### config.mk
export PLATFORM = sky130hd
export DESIGN_NAME = gpio_irq
export DESIGN_NICKNAME = d
export VERILOG_FILES = /design/src/rtl/gpio_irq.sv
export SDC_FILE = /design/constraint.sdc
export NUM_CORES = 1
export LEC_CHECK = 0
export BUFFER_PORTS_ARGS = -buffer_cell sky130_fd_sc_hd__buf_2
export CAP_MARGIN = 10
export CORE_AREA = 2 2 160 162
export CTS_CLUSTER_SIZE = 20
export DETAILED_ROUTE_END_ITERATION = 8
export DIE_AREA = 0 0 162 164
export GPL_ROUTABILITY_DRIVEN = 0
export HOLD_SLACK_MARGIN = 0.05
export PLACE_DENSITY_LB_ADDON = 0.1
export SLEW_MARGIN = 30
export SYNTH_ARGS = -nofsm -noshare
export SYNTH_HDL_FRONTEND = slang
export SYNTH_SLANG_ARGS = --single-unit
### constraint.sdc
create_clock -name clk -period 4 [get_ports clk]
set_input_delay 0.2 -clock clk [delete_from_list [all_inputs] [get_ports clk]]
set_output_delay 0.2 -clock clk [all_outputs]
set_load 0.01 [all_outputs]
### src/rtl/gpio_irq.sv
// gpio_irq: input conditioning and interrupt stage for an 8-pin GPIO port.
//
// Each pin goes through a synchroniser, a debounce filter, and an edge
// detector. Selected edges set pending flags, and the masked flags drive irq.
// Registers sit on the 8-bit peripheral bus, and reads are registered.
//
// Parameters:
//   PRESCALE    debounce tick period in clk cycles (1..65535)
//   SYNC_STAGES synchroniser depth per pin (>= 2)
//
// Optional feature macro: GPIO_IRQ_LEVEL_EN
//   When defined, address 6 becomes the LEVEL register (RW). Any pin with its
//   LEVEL bit set re-asserts PEND every cycle while the enabled level
//   persists. When undefined, address 6 reads the synchronised RAW pins.
//
// Ports:
//   clk   system clock
//   rst   synchronous, active-high reset
//   AD    register address
//   DI    write data
//   DO    registered read data
//   rw    1 = read, 0 = write
//   cs    chip select, one access per asserted cycle
//   irq   interrupt request, active-high
//   pins  asynchronous pin inputs
//
// Register map:
//   0 PIN  (R)    1 PEND (R/W1C)  2 MASK (RW)   3 RISE (RW)
//   4 FALL (RW)   5 DBCFG (RW)    6 RAW (R) / LEVEL (RW)
//   7 CTRL (RW): bit0 GIE, bit7 reads irq
module gpio_irq #(
    parameter int PRESCALE    = 1000,
    parameter int SYNC_STAGES = 2
) (
    input  logic       clk,
    input  logic       rst,
    input  logic [2:0] AD,
    input  logic [7:0] DI,
    output logic [7:0] DO,
    input  logic       rw,
    input  logic       cs,
    output logic       irq,
    input  logic [7:0] pins
);

    localparam logic [15:0] PRESC_RELOAD = 16'(PRESCALE - 1);

    logic       wr_en;
    logic       rd_en;
    logic [7:0] mask;
    logic [7:0] rise_en;
    logic [7:0] fall_en;
    logic [7:0] dbcfg;
    logic       gie;
    logic [7:0] pend;
    logic [7:0] pend_set;
    logic [7:0] pend_clr;
    logic [7:0] rd_data;

    logic [7:0] sync_q [SYNC_STAGES];
    logic [7:0] raw;
    logic [7:0] stable;
    logic [7:0] stable_prev;
    logic [7:0] rise;
    logic [7:0] fall;
    logic [7:0] db_cnt [8];
    logic [8:0] cnt_inc [8];

    logic [15:0] presc_cnt;
    logic        tick;

`ifdef GPIO_IRQ_LEVEL_EN
    logic [7:0] level;
`endif

    assign wr_en = cs & ~rw;
    assign rd_en = cs & rw;

    // Tick prescaler: a down-counter that pulses tick at terminal count zero.
    assign tick = (presc_cnt == 16'd0);

    always_ff @(posedge clk) begin
        if (rst) begin
            presc_cnt <= 16'd0;
        end else if (tick) begin
            presc_cnt <= PRESC_RELOAD;
        end else begin
            presc_cnt <= presc_cnt - 16'd1;
        end
    end

    // Synchroniser chain
    always_ff @(posedge clk) begin
        if (rst) begin
            for (int s = 0; s < SYNC_STAGES; s++) begin
                sync_q[s] <= 8'h00;
            end
        end else begin
            sync_q[0] <= pins;
            for (int s = 1; s < SYNC_STAGES; s++) begin
                sync_q[s] <= sync_q[s-1];
            end
        end
    end

    assign raw = sync_q[SYNC_STAGES-1];

    // The commit test is made against the incremented count using >=. A
    // counter that is already past a newly lowered DBCFG therefore commits
    // on its next tick, and it cannot wrap.
    always_comb begin
        for (int i = 0; i < 8; i++) begin
            cnt_inc[i] = {1'b0, db_cnt[i]} + 9'd1;
        end
    end

    always_ff @(posedge clk) begin
        if (rst) begin
            stable <= 8'h00;
            for (int i = 0; i < 8; i++) begin
                db_cnt[i] <= 8'h00;
            end
        end else begin
            for (int i = 0; i < 8; i++) begin
                if (dbcfg == 8'h00) begin
                    stable[i] <= raw[i];
                    db_cnt[i] <= 8'h00;
                end else if (raw[i] == stable[i]) begin
                    db_cnt[i] <= 8'h00;
                end else if (tick) begin
                    if (cnt_inc[i] >= {1'b0, dbcfg}) begin
                        stable[i] <= raw[i];
                        db_cnt[i] <= 8'h00;
                    end else begin
                        db_cnt[i] <= cnt_inc[i][7:0];
                    end
                end
            end
        end
    end

    // stable_prev resets together with stable, so reset cannot create an edge.
    always_ff @(posedge clk) begin
        if (rst) begin
            stable_prev <= 8'h00;
        end else begin
            stable_prev <= stable;
        end
    end

    assign rise = stable & ~stable_prev;
    assign fall = ~stable & stable_prev;

`ifdef GPIO_IRQ_LEVEL_EN
    assign pend_set = (~level & ((rise & rise_en) | (fall & fall_en)))
                    | (level & ((stable & rise_en) | (~stable & fall_en)));
`else
    assign pend_set = (rise & rise_en) | (fall & fall_en);
`endif

    assign pend_clr = (wr_en && AD == 3'd1) ? DI : 8'h00;

    // Within one cycle, a set event takes priority over a W1C clear.
    always_ff @(posedge clk) begin
        if (rst) begin
            pend <= 8'h00;
        end else begin
            pend <= (pend & ~pend_clr) | pend_set;
        end
    end

    always_ff @(posedge clk) begin
        if (rst) begin
            mask    <= 8'h00;
            rise_en <= 8'h00;
            fall_en <= 8'h00;
            dbcfg   <= 8'h00;
            gie     <= 1'b0;
`ifdef GPIO_IRQ_LEVEL_EN
            level   <= 8'h00;
`endif
        end else if (wr_en) begin
            case (AD)
                3'd2: mask    <= DI;
                3'd3: rise_en <= DI;
                3'd4: fall_en <= DI;
                3'd5: dbcfg   <= DI;
`ifdef GPIO_IRQ_LEVEL_EN
                3'd6: level   <= DI;
`endif
                3'd7: gie     <= DI[0];
                default: ;
            endcase
        end
    end

    assign irq = gie & (|(pend & mask));

    always_comb begin
        rd_data = 8'h00;
        case (AD)
            3'd0: rd_data = stable;
            3'd1: rd_data = pend;
            3'd2: rd_data = mask;
            3'd3: rd_data = rise_en;
            3'd4: rd_data = fall_en;
            3'd5: rd_data = dbcfg;
`ifdef GPIO_IRQ_LEVEL_EN
            3'd6: rd_data = level;
`else
            3'd6: rd_data = raw;
`endif
            3'd7: rd_data = {irq, 6'b000000, gie};
            default: ;
        endcase
    end

    always_ff @(posedge clk) begin
        if (rst) begin
            DO <= 8'h00;
        end else if (rd_en) begin
            DO <= rd_data;
        end
    end

endmodule

* Yosys cells after proc, flatten, opt, wreduce, memory -nomap -nowiden
Memory sizes are Yosys's and may differ from the RTL's.
Cells that the tools add are included.
** Storage, ports and cells
- Latch bits :: 0
- Memories kept :: 2
- RAM bits :: 80
- Bits in registers :: 81
- Bits of input ports :: 23
- ROM bits :: 0
** Cells by class
- Equality and inequality tests :: 23
- Multipliers :: 0
- Bitwise gates (word level) :: 49
- Reduce and logical (&&, ||, !) cells :: 28
- Mux-type cells :: 203
- Magnitude comparators :: 8
- Divide/modulo/power cells :: 0
- Add/sub/neg operators :: 9
- Shift operators :: 0
** Memory list
- db_cnt :: depth 8, width 8, rd ports 8, clocked after memory_dff 0, write ports 8, line 66 : logic [7:0] db_cnt [8];
- sync_q :: depth 2, width 8, rd ports 2, clocked after memory_dff 0, write ports 2, line 60 : logic [7:0] sync_q [SYNC_STAGES];
** Operators with widths (number)
- $mux 8 :: 35
- $mux 1 :: 166
- $add 8x1->9 const B :: 8
- $ge 9x8->1 :: 8
- $pmux 8 s8 :: 1
- $and 8x8->8 :: 6
- $or 1x1->1 :: 34
- $not 8->8 :: 3
- $reduce_and 3->1 :: 8
- $reduce_bool 2->1 :: 9
- $logic_not 16->1 :: 1
- $or 8x8->8 :: 2
- $sub 16x1->16 const B :: 1
- $eq 3x3->1 const B :: 4
- $ne 2x2->1 const B :: 6
- $mux 10 :: 1
- $reduce_and 2->1 :: 5
- $eq 1x1->1 :: 8
- $logic_not 8->1 :: 1
- $reduce_or 8->1 :: 1
- $eq 3x2->1 const B :: 2
- $ne 2x1->1 const B :: 2
- $and 1x1->1 :: 3
- $eq 3x1->1 const B :: 1
- other kinds (4) :: 4

* Depth between registers and ports, before layout
An unclocked memory read counts as a cell.
- Word-level depth :: 11
- Depth in mapped cells :: 10

* Least setup slack after synthesis
OpenSTA, ideal clock, no wires.
- Path kind :: flip-flop to flip-flop
- Start point :: memory db_cnt[2][2], in the netlist db_cnt[0][18]
- End point :: memory db_cnt[2][2], in the netlist db_cnt[0][18] (data pin)
- Path slack :: 1513 ps
- Library setup time :: 143 ps
- Buffers on the path :: 0
- Cell stages (with the launch flop) :: 11
- Arrival time :: 2344 ps
- Path through :: edfxtp_1 -> and3_1 -> and3_1 -> nand3_1 -> xnor2_1 -> ha_1 -> and3_1 -> a221o_1 -> a31oi_1 -> nand4_4 -> nor2b_1
** RTL lines (line)
- from (decl) :: 66

==> flow_summary.toml <==
[outcome]
status = "completed"

[clock_network]
clk_path_buf_depth = 2
cts_setup_buffers = 0
cts_tree = "yes"
cts_buffers = 17
root_buffer = "clkbuf_16"
clock_sinks = 161
path_clk_slew_ns = 0.07
clkLatencyLatePin_ns = 0.43
htree_levels = 4

[logic_synthesis]
syn-num-nets = 1010
yosysWarnings = 0
yosys_most_used_dff = "dfxtp_1"
ys_types = 58
synth_cells = 914
ys_seq_area_frac = 0.425
synth_async_sr_flop_share = 0
syn_area_sq_um = 9080
ys_seq_elements = 161
synth_area_per_cell_sq_um = 9.94
synth-edff-count = 64

[critical_path]
critPathArrivalTime_ns = 3.15
cp_max_fo = 8
worstSetupEndpointType = "register"
critPathBufInv = 0
path_cells = "ha_1 -> nand3_1 -> nor2_1 -> xor2_1 -> ha_1 -> and3_1 -> a221o_1 -> a31oi_1 -> nand4_2 -> nor2b_1"
critPathMostFrequentCell = "ha_1"
worstSetupPathType = "reg2reg"
cpPeakStageDelay_ns = 0.43
cp.required_ns = 4.28
critPathLaunchType = "register"
crit_slowest_cell = "edfxtp_1"
cp_top_family = "simple AND/OR/NAND/NOR gates"

[detailed_routing]
dr.pass1.iters = 4
drt_iter0_drc = 265
vias = 6597
ant_nets = 0
drcViolationCount = 0
routed_wl_mm = 22.3
avgRoutedWirePerCell_microns = 17.4
viasPerCell = 5.13

[finish]
syn_to_final_growth_pct = 12.8
layout.cells.non_filler = 1287
stdcell_area_sq_um = 10200
layout_common_cells = "dfxtp_1 (97), nor2_1 (97), nor2b_1 (84), ha_1 (73), nand2_1 (72)"
drive_above_1_share = 0.0909
fin_nets = 1040
antenna_cells = 0

[global_route]
gr-total-overflow = 0
grt_pass1_wl_mm = 36.2
grt_max_degree = 56
grt_pass1_vias = 6488
antenna_found_initial = 0
track_usage = 0.176

[floorplanning]
die_width_microns = 162
dieArea_sq_um = 26600
start_util = 0.366
rows = 58
core_area_sq_um = 24800
ios = 32
die_h_microns = 164

[run]
maxCapViolations = 0

[power]
internal_power_mw = 2.99
pwr-share-comb = 0.145
p_seq_frac = 0.449
p_sw_frac = 0.292
ir_worst_vdd_mv = 0.298
cellLeakagePower_nw = 4.35
p_total_mw = 4.22
power.switching_mw = 1.23
power_density_nw_per_um2 = 412
clock_power_share = 0.406

[timing]
slew_violations = 0
fin_crit_sh = 0.718
hold_viol = 0
setup_tns_ns = 0
maxSlewHeadroom = 0.345
setup_ws_ns = 1.13
rsz0062_at_grt = "no"
clock_skew_ns = 0.0102
tightest_slew_ns = 0.980
max_clock_freq_ghz = 0.348
setup_violations = 0
fin_crit_ns = 2.87

[placed_design]
dp_cells = 1248
placed_area_sq_um = 9560
port_buffers = 31
pre_cts_ws_ns = 1.16
dp_hpwl_mm = 15.7

[min_path]
hp-class = "in2reg"
cell type report:
class | instances | area, sq um
fill | 2508 | 14600
multi-input combinational | 694 | 4990
clock buffer | 20 | 478
sequential | 161 | 3860
clock inverter | 12 | 135
tap | 330 | 413
inverter | 28 | 105
timing repair buffer | 42 | 258
power by group through the flow:
stage | Combinational [mW] | Clock, mW | Sequential (mW)
6_report | 0.614 | 1.71 | 1.89
5_1_grt | 0.693 | 1.82 | 1.91
4_1_cts | 0.619 | 1.76 | 1.89
3_5_place_dp | 0.611 | 0 | 1.93
3_3_place_gp | 0.608 | 0 | 1.93
2_1_floorplan | 0.476 | 0 | 1.90
routing by layer:
metal | wire, microns | share of wire | vias up | GRT usage
met5 | 0 | 0 | - | 0
met2 | 10400 | 0.46 | 77 | 0.286
met4 | 232 | 0.010 | 0 | 0.0442
met1 | 11300 | 0.51 | 3146 | 0.247
met3 | 438 | 0.020 | 14 | 0.0247
li1 | - | - | 3360 | -
metrics by stage:
step | utilization | hold WS, ns
2_1_floorplan | - | 0.328
3_5_place_dp | 0.385 | 0.413
3_3_place_gp | 0.385 | 0.407
5_1_grt | 0.413 | 0.0710
4_1_cts | 0.413 | 0.0640
6_report | 0.413 | 0.0827
what timing repair did:
action	in CTS	in global routing
endpoints found under the hold margin	7	0
gates resized for setup	0	0
hold buffers	7	0
cells by family (layout without fill, tap and decap cells):
group,Yosys count,in the layout,share of synthesized area
compound gates,125,125,0.0974
xor+xnor,64,64,0.0617
fa+ha+maj,73,73,0.101
buf+inv,59,102,0.0245
flops,161,161,0.425
mux,47,47,0.0546
simple gates,385,385,0.236
state kept, by name, indices dropped and copies added (netlist names):
signal and cells:
stable_prev 8, dbcfg 8, DO 8, presc_cnt 16, rise_en 8, pend 8
fall_en 8, stable 8, db_cnt 64, gie 1, mask 8, sync_q 16
worst paths after layout:
kind,startpoint,endpoint,slack [ns],cells past startpoint
max reg2reg,db_cnt[1][0]$_SDFFCE_PN0P_,db_cnt[1][6]$_SDFFCE_PN0P_,1.13,10
min reg2reg,sync_q[0][6]$_SDFF_PP0_,sync_q[0][14]$_SDFF_PP0_,0.44,1
min,pins[7],sync_q[0][7]$_SDFF_PP0_,0.08,2
max,db_cnt[1][0]$_SDFFCE_PN0P_,db_cnt[1][6]$_SDFFCE_PN0P_,1.13,10
Yosys cell counts (7+ instances only):
library cell,n,share of area
inv_1,28,0.012
o21ai_0,13,0.0072
ha_1,73,0.10
dfxtp_1,97,0.21
nor2_1,97,0.040
nor2b_1,84,0.058
nand4_4,8,0.019
nand3_1,39,0.021
nand2_1,72,0.030
a21o_1,12,0.0099
o22ai_1,10,0.0069
nand4_1,15,0.010
edfxtp_1,64,0.21
nor3_1,11,0.0061
a21oi_1,29,0.016
and3_1,16,0.011
a211oi_1,9,0.0074
clkbuf_1,24,0.0099
xnor2_1,29,0.028
nand3b_1,7,0.0058
mux2i_1,45,0.050
xor2_1,35,0.034
nand2b_1,7,0.0048
No activity file was read; power rests on OpenSTA's default activity.
